--- config.mk ---
export PLATFORM = sky130hd
export DESIGN_NAME = uart_rx_byte
export DESIGN_NICKNAME = d
export VERILOG_FILES = /design/src/rtl/uart_rx_byte.sv
export SDC_FILE = /design/constraint.sdc
export NUM_CORES = 1
export LEC_CHECK = 0
export BUFFER_PORTS_ARGS = -buffer_cell sky130_fd_sc_hd__buf_2
export CELL_PAD_IN_SITES_DETAIL_PLACEMENT = 1
export CELL_PAD_IN_SITES_GLOBAL_PLACEMENT = 1
export CORE_MARGIN = 8
export CORE_UTILIZATION = 40
export CTS_CLUSTER_DIAMETER = 60
export CTS_CLUSTER_SIZE = 30
export DETAILED_ROUTE_END_ITERATION = 10
export PLACE_DENSITY = 0.78
export REMOVE_ABC_BUFFERS = 1
export SETUP_SLACK_MARGIN = 0.1
export SLEW_MARGIN = 20
export SYNTH_ARGS = -nofsm -noshare
export SYNTH_HDL_FRONTEND = slang
export SYNTH_SLANG_ARGS = --single-unit
--- constraint.sdc ---
create_clock -name clk -period 3.89 [get_ports clk]
set_input_delay 0.1945 -clock clk [delete_from_list [all_inputs] [get_ports clk]]
set_output_delay 0.1945 -clock clk [all_outputs]
set_load 0.005 [all_outputs]
--- src/rtl/uart_rx_byte.sv ---
`timescale 1ns / 1ps
// 8N1 asynchronous serial receiver, LSB first, oversampled from a divided tick.
// Define UART_RX_PARITY_EN to receive 8E1 frames and report parity errors.
module uart_rx_byte #(
   parameter int CLK_HZ     = 12000000,
   parameter int BAUD       = 115200,
   parameter int OVERSAMPLE = 16,
   parameter int DIV        = (CLK_HZ + BAUD * OVERSAMPLE / 2) / (BAUD * OVERSAMPLE)
) (
   input  logic       clk,
   input  logic       rst,
   input  logic       rxd,
   output logic [7:0] rx_data,
   output logic       rx_data_rdy,
   output logic       rx_frame_err,
   output logic       rx_busy,
   output logic       rx_parity_err,
   output logic [2:0] dbgState
);

   localparam int SW = $clog2(OVERSAMPLE);
   localparam int DW = (DIV > 1) ? $clog2(DIV) : 1;

   typedef enum logic [2:0] {
      IDLE   = 3'd0,
      START  = 3'd1,
      DATA   = 3'd2,
      PARITY = 3'd3,
      STOP   = 3'd4,
      BRK    = 3'd5
   } rxStateT;

   rxStateT        state;
   logic [1:0]     rxSync;
   logic           rxs;
   logic [DW-1:0]  divCnt;
   logic           tick;
   logic [SW-1:0]  sCnt;
   logic [2:0]     bCnt;
   logic [7:0]     shReg;
   logic           lastSample;
`ifdef UART_RX_PARITY_EN
   logic           parBit;
`endif

   // Two-flop synchronizer; resets to the idle (mark) level.
   always_ff @(posedge clk or posedge rst) begin
      if (rst) rxSync <= 2'b11;
      else     rxSync <= {rxSync[0], rxd};
   end

   assign rxs        = rxSync[1];
   assign tick       = (divCnt == DW'(DIV - 1));
   assign lastSample = (sCnt == SW'(OVERSAMPLE - 1));
   assign rx_busy    = (state != IDLE);
   assign dbgState   = state;

`ifndef UART_RX_PARITY_EN
   assign rx_parity_err = 1'b0;
`endif

   always_ff @(posedge clk or posedge rst) begin
      if (rst) begin
         state        <= IDLE;
         divCnt       <= '0;
         sCnt         <= '0;
         bCnt         <= '0;
         shReg        <= '0;
         rx_data      <= '0;
         rx_data_rdy  <= 1'b0;
         rx_frame_err <= 1'b0;
`ifdef UART_RX_PARITY_EN
         parBit        <= 1'b0;
         rx_parity_err <= 1'b0;
`endif
      end else begin
         rx_data_rdy  <= 1'b0;
         rx_frame_err <= 1'b0;
`ifdef UART_RX_PARITY_EN
         rx_parity_err <= 1'b0;
`endif
         // Tick phase restarts from each start edge so samples land mid-bit.
         if (state == IDLE || tick) divCnt <= '0;
         else                       divCnt <= divCnt + 1'b1;

         case (state)
            IDLE: begin
               if (!rxs) begin
                  sCnt  <= '0;
                  state <= START;
               end
            end
            START: begin
               if (tick) begin
                  if (sCnt == SW'(OVERSAMPLE / 2 - 1)) begin
                     if (rxs) begin
                        state <= IDLE;
                     end else begin
                        sCnt  <= '0;
                        bCnt  <= '0;
                        state <= DATA;
                     end
                  end else begin
                     sCnt <= sCnt + 1'b1;
                  end
               end
            end
            DATA: begin
               if (tick) begin
                  if (lastSample) begin
                     sCnt  <= '0;
                     shReg <= {rxs, shReg[7:1]};
                     bCnt  <= bCnt + 1'b1;
`ifdef UART_RX_PARITY_EN
                     if (bCnt == 3'd7) state <= PARITY;
`else
                     if (bCnt == 3'd7) state <= STOP;
`endif
                  end else begin
                     sCnt <= sCnt + 1'b1;
                  end
               end
            end
`ifdef UART_RX_PARITY_EN
            PARITY: begin
               if (tick) begin
                  if (lastSample) begin
                     sCnt   <= '0;
                     parBit <= rxs;
                     state  <= STOP;
                  end else begin
                     sCnt <= sCnt + 1'b1;
                  end
               end
            end
`endif
            STOP: begin
               if (tick) begin
                  if (lastSample) begin
                     sCnt <= '0;
                     // A low stop bit outranks any parity result.
                     if (!rxs) begin
                        rx_frame_err <= 1'b1;
                        state        <= BRK;
`ifdef UART_RX_PARITY_EN
                     end else if ((^shReg) != parBit) begin
                        rx_parity_err <= 1'b1;
                        state         <= IDLE;
`endif
                     end else begin
                        rx_data     <= shReg;
                        rx_data_rdy <= 1'b1;
                        state       <= IDLE;
                     end
                  end else begin
                     sCnt <= sCnt + 1'b1;
                  end
               end
            end
            BRK: begin
               if (rxs) state <= IDLE;
            end
            default: state <= IDLE;
         endcase
      end
   end

endmodule
==> results.json, run 1 <==
{
  "status": "finished with violations",
  "violations": "negative hold slack",
  "ctsResizeCount": 0,
  "die-area_um2": 6400,
  "syn_inst": 135,
  "synth_area_um2": 1640,
  "whs_ns": -0.0117,
  "vias": 1050,
  "synth_async_sr_flop_share_pct": 100,
  "reg2regPathDepth": 3,
  "ant_nets": 0,
  "critPathSlowestCell": "dfrtp_1",
  "grt_max_degree": 34,
  "grt_pass1_wl_mm": 5.99,
  "tightest_slew_ns": 0.592,
  "powerDensity_nw_per_um2": 330,
  "fillers": 421,
  "min_period_ns": 2.12,
  "final.setup.worst_slack_ns": 1.77,
  "post_cts_buffers": 0,
  "drc_errors": 0,
  "synth_top_area_share_pct": 47.4,
  "final_area_um2": 1840,
  "r2r-start": "dbgState[2]",
  "ys.flop_type": "dfrtp_1",
  "drive_gt1_share_pct": 32.3,
  "path_cells": "nand2b_1 > or3_1 > mux2_4",
  "ios": 18,
  "synth_edf_count": 0,
  "htreeDepth": 2,
  "diodes": 0,
  "synth-seq-cells": 33,
  "cp-startpoint": "dbgState[2]",
  "yosysTopAreaCell": "dfrtp_1",
  "slew_violations": 0,
  "num_rows": 23,
  "grt-ovfl-total": 0,
  "regArea_um2": 828,
  "grt_pass1_vias": 1191,
  "fin_skew_ns": 0.00781,
  "power_frac_comb_pct": 1.9,
  "cap_violations": 0,
  "end_kind": "flop",
  "critPathArrivalTime_ns": 2.29,
  "power_frac_clock_pct": 41.2,
  "area_delta_synth_final_pct": 12.6,
  "fin_crit_sh_pct": 54.5,
  "critical_path_class": "flop to flop",
  "drt_pass1_iterations": 4,
  "clock.fmax_ghz": 0.472,
  "place_area_um2": 1750,
  "vdd_drop_max_mv": 0.149,
  "clock-sinks": 33,
  "path_max_fanout": 16,
  "die_x_um": 80.0,
  "port_buffers": 16,
  "multi_input_comb_area_um2": 739,
  "synthDistinctLibCells": 50,
  "critical_path.startpoint_type": "flop",
  "switching_share_pct": 22.5,
  "crit_cells": 3,
  "max_stage_delay_ns": 0.72,
  "dp_hpwl_mm": 2.48,
  "cts_tree": "done",
  "relSlewSlack_pct": 60.5,
  "hold_viol": 25,
  "cts.clk_slew.worst_paths_ns": 0.07,
  "start_util_pct": 41.2,
  "path_buf_inv": 0,
  "yosysSeqAreaShare_pct": 50.6,
  "finalWeightedCongestion": 0.839,
  "track_usage_pct": 12.1,
  "cp.required_ns": 4.06,
  "hp-class": "primary input to async pin",
  "tns_ns": 0,
  "layout_commonest_cell": "dfrtp_1",
  "avgRoutedWirePerCell_um": 16.4,
  "setup-violations-final": 0,
  "syn_avg_cell_area_um2": 12.1,
  "p_int_w": 0.000471,
  "first_iter_violations": 36,
  "grt_setup_unrepaired": "false",
  "seqPwrFrac_pct": 57.0,
  "cts_made_buffers": 5,
  "mostFrequentLayoutCells": "dfrtp_1 (31), buf_2 (16), nand2_1 (10)",
  "antenna_found_initial": 0,
  "core_um2": 3970,
  "leakagePower_nw": 0.925,
  "viasPerCell": 5.12,
  "fp.dieH_um": 80.0,
  "ys_warn_count": 0,
  "clockBufferDepth": 2,
  "final_nets": 162,
  "pre_cts_slack_ns": 1.77,
  "finalWirelength_mm": 3.36,
  "insertion_delay_ns": 0.29,
  "root_buffer": "clkbuf_8",
  "cp_top_family": "simple AND/OR/NAND/NOR gates",
  "p_sw_w": 0.000137,
  "synth_area_leaders": "dfrtp_1 (47%), mux2_4 (7.3%), mux2_2 (6.2%)"
}
layout make-up:
class	count	area share, %
repair buffers	18	5.29
inverters	8	1.63
clock buffers	5	3.73
clock inverters	3	0.950
multi-input cells	88	40.1
flip-flops and latches	33	44.9
well taps	50	3.39
power by group through the flow:
stage	Clock, W	Combinational [W]	Sequential (W)
CTS	0.000260	0.0000111	0.000346
detailed placement	0	0.0000110	0.000353
finish	0.000250	0.0000113	0.000346
floorplan	0	0.00000685	0.000352
global placement	0	0.0000107	0.000353
global route	0.000276	0.0000133	0.000346
per-stage QoR:
| step | total power (W) | hold WS [ns] | util, % | instances |
|---|---|---|---|---|
| 3_5_place_dp | 0.000364 | 0.303 | 44.0 | 196 |
| 4_1_cts | 0.000618 | 0.000762 | 46.2 | 204 |
| 2_1_floorplan | 0.000359 | 0.199 | - | 129 |
| 5_1_grt | 0.000636 | 0.0281 | 46.4 | 205 |
| 3_3_place_gp | 0.000363 | 0.294 | 44.0 | 196 |
| 6_report | 0.000608 | -0.0117 | 46.4 | 205 |
synthesized netlist by cell type (all sizes together), types with 3 or more instances:
master / number
dfrtp: 31
nor3: 3
nor2: 6
ha: 5
mux2i: 3
buf: 5
nand2: 12
nor2b: 3
mux2: 20
a22o: 3
inv: 8
nor4: 3
flip-flops by register name, summed over array words and instances (netlist names):
signal and cells:
bCnt 3, rx_data_rdy 1, rx_data 8, rx_frame_err 1, rxSync 2, sCnt 4
dbgState 3, divCnt 3, shReg 8
timing repair:
| item | in CTS | in global routing |
|---|---|---|
| hold buffers | 0 | 1 |
| endpoints found under the setup margin | 0 | 0 |
| endpoints found under the hold margin | 0 | 1 |
routing by layer:
layer | share of wire, % | vias to the layer above | GRT usage, % | routed length, um
met3 | 4.0 | 7 | 3.38 | 134
met1 | 41 | 519 | 13.9 | 1390
met2 | 53 | 15 | 20.3 | 1770
met5 | 0 | - | 0 | 0
met4 | 1.9 | 0 | 6.00 | 63
li1 | - | 509 | - | -
kinds of logic after synthesis:
kind of cell               share of synthesized area [%]
muxes                                               17.4
xor gates and xnor gates                            1.07
DFF                                                 50.6
other                                              0.229
and+or+nand+nor                                     14.3
AOI/OAI and AO/OA                                   7.72
buffers and inverters                               4.28
adders and majority gates                           4.43
worst reg2reg max path, cell delays in order, from the launching register on:
cell and delay, ns:
dfrtp_1 0.72, nand2b_1 0.27, or3_1 0.64, mux2_4 0.39
worst paths after layout:
| path | slack (ns) | endpoint |
|---|---|---|
| max | 1.77 | rx_data[0] |
| min | -0.01 | rx_frame_err |
| max reg2reg | 1.77 | rx_data[0] |
| min reg2reg | 0.36 | rxSync[1] |
| max in group asynchronous | 3.57 | rxSync[1] |
| min in group clk | 0.36 | rxSync[1] |
(Power assumes the default switching activity.)
==> run 2: changes to the inputs <==
Settings changed: ABC_AREA from default to 1, PLACE_DENSITY 0.78 to 0.84.
Clock period 3.89 ns to 1.95 ns, I/O delays scaled along.
==> run 2 against run 1 <==
Worst setup slack got worse by 1.5 ns. Largest cell class is now multi-input gates. Routed wire length grew 26%. The run now ends clean. Register-to-register slack got worse by 1.5 ns. Critical path type unchanged.
==> results.json, run 2 <==
{
  "status": "finished clean",
  "path_max_fanout": 6,
  "ys_warn_count": 0,
  "port_buffers": 16,
  "fillers": 538,
  "ys_top_cells_by_count": "nand2_1 (60), dfrtp_1 (31), inv_1 (23), nand3_1 (19), o21ai_2 (9)",
  "viasPerCell": 4.99,
  "synth_async_sr_flop_share_pct": 100,
  "hold_viol": 0,
  "r2r-start": "sCnt[0]",
  "cts_made_buffers": 5,
  "drt_pass1_iterations": 4,
  "grt_pass1_wl_mm": 7.31,
  "cp_top_family": "compound AO/OA/AOI/OAI gates",
  "largestRegisters": "rx_data x8, shReg x8, sCnt x4",
  "path_cells": "ha_1 > nand3_1 > o21ai_0 > o21ai_2 > nand2_1 > o21ai_1",
  "yosysTopAreaCell": "dfrtp_1",
  "root_buffer": "clkbuf_8",
  "ys.flop_type": "dfrtp_1",
  "powerDensity_nw_per_um2": 663,
  "setup-violations-final": 0,
  "grt-ovfl-total": 0,
  "end_kind": "flop",
  "synth_area_leaders": "dfrtp_1 (42%), nand2_1 (12%), nand3_1 (5.1%)",
  "syn_inst": 209,
  "layout_commonest_cell": "nand2_1",
  "slew_violations": 0,
  "core_um2": 4410,
  "critPathArrivalTime_ns": 1.86,
  "hp-class": "flop to flop",
  "synth_edf_count": 0,
  "start_util_pct": 42.1,
  "die-area_um2": 7080,
  "synthDistinctLibCells": 33,
  "whs_ns": 0.357,
  "crit_cells": 6,
  "path_buf_inv": 0,
  "vdd_drop_max_mv": 0.420,
  "synth_top_area_share_pct": 41.8,
  "grt_max_degree": 34,
  "cp-startpoint": "sCnt[0]",
  "fp.dieH_um": 84.2,
  "grt_pass1_vias": 1478,
  "num_rows": 24,
  "insertion_delay_ns": 0.28,
  "clock.fmax_ghz": 0.588,
  "cp.required_ns": 2.11,
  "clock-sinks": 33,
  "critical_path.startpoint_type": "flop",
  "track_usage_pct": 12.4,
  "area_delta_synth_final_pct": 13.0,
  "ant_nets": 0,
  "fin_crit_sh_pct": 87.3,
  "antenna_found_initial": 0,
  "avgRoutedWirePerCell_um": 14.9,
  "crit_end": "bCnt[0]",
  "cap_violations": 0,
  "first_iter_violations": 43,
  "dp_hpwl_mm": 2.91,
  "fin_skew_ns": 0.00841,
  "vias": 1416,
  "clockBufferDepth": 2,
  "die_x_um": 84.2,
  "syn_avg_cell_area_um2": 8.89,
  "final_nets": 239,
  "synth_area_um2": 1860,
  "diodes": 0,
  "min_period_ns": 1.70,
  "synth_most_common_cell": "nand2_1",
  "grt_setup_unrepaired": "false",
  "finalWeightedCongestion": 0.786,
  "leakagePower_nw": 1.08,
  "synth-seq-cells": 33,
  "finalWirelength_mm": 4.23,
  "post_cts_buffers": 0,
  "cts.clk_slew.worst_paths_ns": 0.07,
  "r2r_slack_ns": 0.25,
  "cts_tree": "done",
  "ios": 18,
  "htreeDepth": 2,
  "yosysSeqAreaShare_pct": 44.6,
  "worstReg2RegEnd": "bCnt[0]",
  "max_stage_delay_ns": 0.43,
  "critical_path_class": "flop to flop",
  "drive_gt1_share_pct": 28.9,
  "drc_errors": 0,
  "critPathSlowestCell": "dfrtp_1",
  "tns_ns": 0,
  "reg2regPathDepth": 6,
  "mostFrequentLayoutCells": "nand2_1 (60), dfrtp_1 (31), inv_1 (23)"
}
## run 2: cell types whose count changed in the layout (fill, tap and decap cells not counted), sizes merged, moves of 8 or more
cell   previous run  this run
nor2              6        14
inv               8        28
o21ai             2        22
nand2            12        69
nand3             2        22
mux2             20         0
## run 2: worst min-delay path by stage
stage / from / endpoint / slack (ns) / cells past startpoint
6_report: rxSync[0] / rxSync[1] / 0.36 / 0
5_1_grt: rxSync[0] / rxSync[1] / 0.36 / 0
4_1_cts: rxSync[0] / rxSync[1] / 0.36 / 0
3_5_place_dp: rxd / rxSync[0] / 0.21 / 1
3_3_place_gp: rxd / rxSync[0] / 0.20 / 1
2_1_floorplan: rxd / rxSync[0] / 0.10 / 0
## run 2: cell type report
class,count,area [um2],share of cell area [%]
tap,52,65.1,3.10
multi-input combinational,142,865,41.2
clock inverter,1,30.0,1.43
timing repair buffer,20,115,5.48
sequential,33,828,39.5
clock buffer,7,86.3,4.11
inverter,29,110,5.24
## run 2: cells by family after synthesis
| family | count (synthesis) | synth area share [%] |
|---|---|---|
| AND/OR/NAND/NOR | 111 | 32.8 |
| XOR/XNOR | 2 | 0.943 |
| other | 1 | 0.202 |
| buffers and inverters | 34 | 8.89 |
| AO/OA/AOI/OAI | 23 | 9.23 |
| flip-flops | 33 | 44.6 |
| adder cells (fa/ha/maj) | 5 | 3.37 |
## run 2: report_power, final
group          leakage [nW]  switching (W)  internal (W)
sequential            0.430     0.00000450      0.000688
clock                0.0585       0.000257      0.000417
combinational         0.594      0.0000183    0.00000688
total                  1.08       0.000280       0.00111
## run 2: metal layers
layer | GRT usage [%] | wire, um | vias up
met2 | 19.4 | 2020 | 24
met1 | 16.1 | 2010 | 691
met4 | 3.92 | 45 | 0
met3 | 3.19 | 161 | 5
met5 | 0 | 0 | -
li1 | - | - | 696
## run 2: metrics by stage
step / area [um2] / util, % / total power [W] / worst slack (ns) / cells
floorplan: 1800 / - / 0.000718 / 0.498 / 204
global placement: 1960 / 44.5 / 0.000728 / 0.372 / 274
detailed placement: 1960 / 44.5 / 0.000729 / 0.311 / 274
CTS: 2100 / 47.6 / 0.00141 / 0.227 / 284
global route: 2100 / 47.6 / 0.00144 / 0.111 / 284
finish: 2100 / 47.6 / 0.00139 / 0.249 / 284
## run 2: repair_timing
action,4_1_cts,5_1_grt
gates resized for setup,0,0
hold buffers,2,0
endpoints found under the hold margin,32,0
==> run 3: changes to the inputs <==
Settings changed: ABC_AREA 1 to default, PLACE_DENSITY 0.84 to 0.81.
==> run 3 against run 2 <==
Cell count fell by 22%. Via count shrank 18%. Critical path depth increased by 2. Fmax is 8.8% lower. Worst hold slack hardly changed. First-iteration DRC count increased by 56%. Sequential power about the same. Critical path type unchanged.
==> results.json, run 3 (same netlist as run 1, synthesis figures left out) <==
{
  "fin_crit_sh_pct": 95.7,
  "vias": 1156,
  "worstReg2RegEnd": "rx_data[5]",
  "die-area_um2": 6400,
  "drc_errors": 0,
  "powerDensity_nw_per_um2": 599,
  "fp.dieH_um": 80.0,
  "grt_max_degree": 34,
  "use_met2_pct": 21.3,
  "cts_tree": "done",
  "avgRoutedWirePerCell_um": 16.9,
  "busiest_layer": "met2",
  "area_delta_synth_final_pct": 24.2,
  "num_rows": 23,
  "cp.required_ns": 2.12,
  "ant_nets": 0,
  "cap_violations": 0,
  "end_kind": "flop",
  "final_nets": 179,
  "clock-sinks": 33,
  "clockBufferDepth": 2,
  "met1_usage_pct": 14.3,
  "fin_skew_ns": 0.0125,
  "port_buffers": 16,
  "r2r-start": "divCnt[0]",
  "cts.clk_slew.worst_paths_ns": 0.07,
  "hp-class": "flop to flop",
  "htreeDepth": 2,
  "critical_path_class": "flop to flop",
  "fillers": 424,
  "crit_end": "rx_data[5]",
  "root_buffer": "clkbuf_8",
  "min_period_ns": 1.87,
  "dp_hpwl_mm": 2.63,
  "grt-ovfl-total": 0,
  "critical_path.startpoint_type": "flop",
  "grt_setup_unrepaired": "true",
  "r2r_slack_ns": 0.08,
  "critPathArrivalTime_ns": 2.03,
  "grt_pass1_wl_mm": 6.22,
  "cp-startpoint": "divCnt[0]",
  "die_x_um": 80.0,
  "first_iter_violations": 67,
  "place_area_um2": 1800,
  "mostFrequentLayoutCells": "dfrtp_1 (29), buf_2 (16), buf_4 (16)",
  "insertion_delay_ns": 0.29,
  "final_util_pct": 51.2,
  "ios": 18,
  "finalWeightedCongestion": 0.820,
  "final_area_um2": 2030,
  "tns_ns": 0,
  "whs_ns": 0.357,
  "grt_pass1_vias": 1231,
  "setup-violations-final": 0,
  "antenna_found_initial": 0,
  "reg2regPathDepth": 8,
  "status": "finished clean",
  "diodes": 0,
  "leakagePower_nw": 1.02,
  "vdd_drop_max_mv": 0.335,
  "core_um2": 3970,
  "slew_violations": 0,
  "clock.fmax_ghz": 0.536,
  "layout_commonest_cell": "dfrtp_1",
  "cts_made_buffers": 5,
  "viasPerCell": 5.21,
  "path_max_fanout": 9,
  "drive_gt1_share_pct": 43.0,
  "track_usage_pct": 12.3,
  "largestRegisters": "rx_data x8, shReg x8, sCnt x4",
  "finalWirelength_mm": 3.75,
  "met3_usage_pct": 3.60,
  "drt_pass1_iterations": 4,
  "start_util_pct": 41.2,
  "hold_viol": 0
}
## run 3: changes by cell type in the layout (fill, tap and decap cells not counted), sizes merged, moves of 8 or more
cell	previous run	this run
nand2	69	12
mux2	0	20
o21ai	22	2
buf	18	33
nor2	14	6
inv	28	8
nand3	22	2
## run 3: how the worst min path moves through the flow
stage	endpoint	startpoint	cells past startpoint
4_1_cts	rxSync[1]	rxSync[0]	0
5_1_grt	rxSync[1]	rxSync[0]	0
6_report	rxSync[1]	rxSync[0]	0
3_3_place_gp	rx_data[2]	rst	3
3_5_place_dp	rxSync[0]	rxd	1
2_1_floorplan	rxSync[0]	rxd	0
## run 3: per-layer routing
metal  routed length, um  vias to the layer above
li1                    -                      547
met1                1570                      592
met2                2050                       13
met3                 112                        4
met4                  17                        0
met5                   0                        -
## run 3: stage by stage
| step | total power [W] | setup slack (ns) | instances |
|---|---|---|---|
| after CTS | 0.00123 | 0.0751 | 215 |
| after detailed placement | 0.000726 | -0.0207 | 203 |
| after floorplan | 0.000716 | 0.0401 | 129 |
| after global routing | 0.00127 | 0.0201 | 222 |
| final | 0.00122 | 0.0840 | 222 |
| after global placement | 0.000725 | 0.0892 | 203 |
## run 3: power by group
part / internal (W) / switching [W]
Clock: 0.000246 / 0.000256
Sequential: 0.000688 / 0.00000316
Combinational: 0.00000691 / 0.0000174
Total: 0.000941 / 0.000277
## run 3: layout make-up
class / instances / area (um2) / area share, %
Sequential cell: 33 / 831 / 40.8
Multi-Input combinational cell: 88 / 790 / 38.8
Timing Repair Buffer: 35 / 235 / 11.6
Clock buffer: 5 / 68.8 / 3.38
Tap cell: 50 / 62.6 / 3.08
Inverter: 8 / 30.0 / 1.48
Clock inverter: 3 / 17.5 / 0.861
## run 3: what timing repair did
action,CTS,global route
resized for setup,6,7
endpoints found under the setup margin,16,22
setup buffers,2,7
hold buffers,2,0
hold endpoints to repair,32,0
pin swaps,1,1
gates cloned,0,0
## run 3: critical path, cell delays in order, from the launching register on
cell	delay, ns
dfrtp_1	0.38
inv_1	0.06
ha_2	0.20
nand2_4	0.08
nor2_4	0.11
nand3_4	0.10
or3_4	0.36
buf_8	0.16
mux2_4	0.30
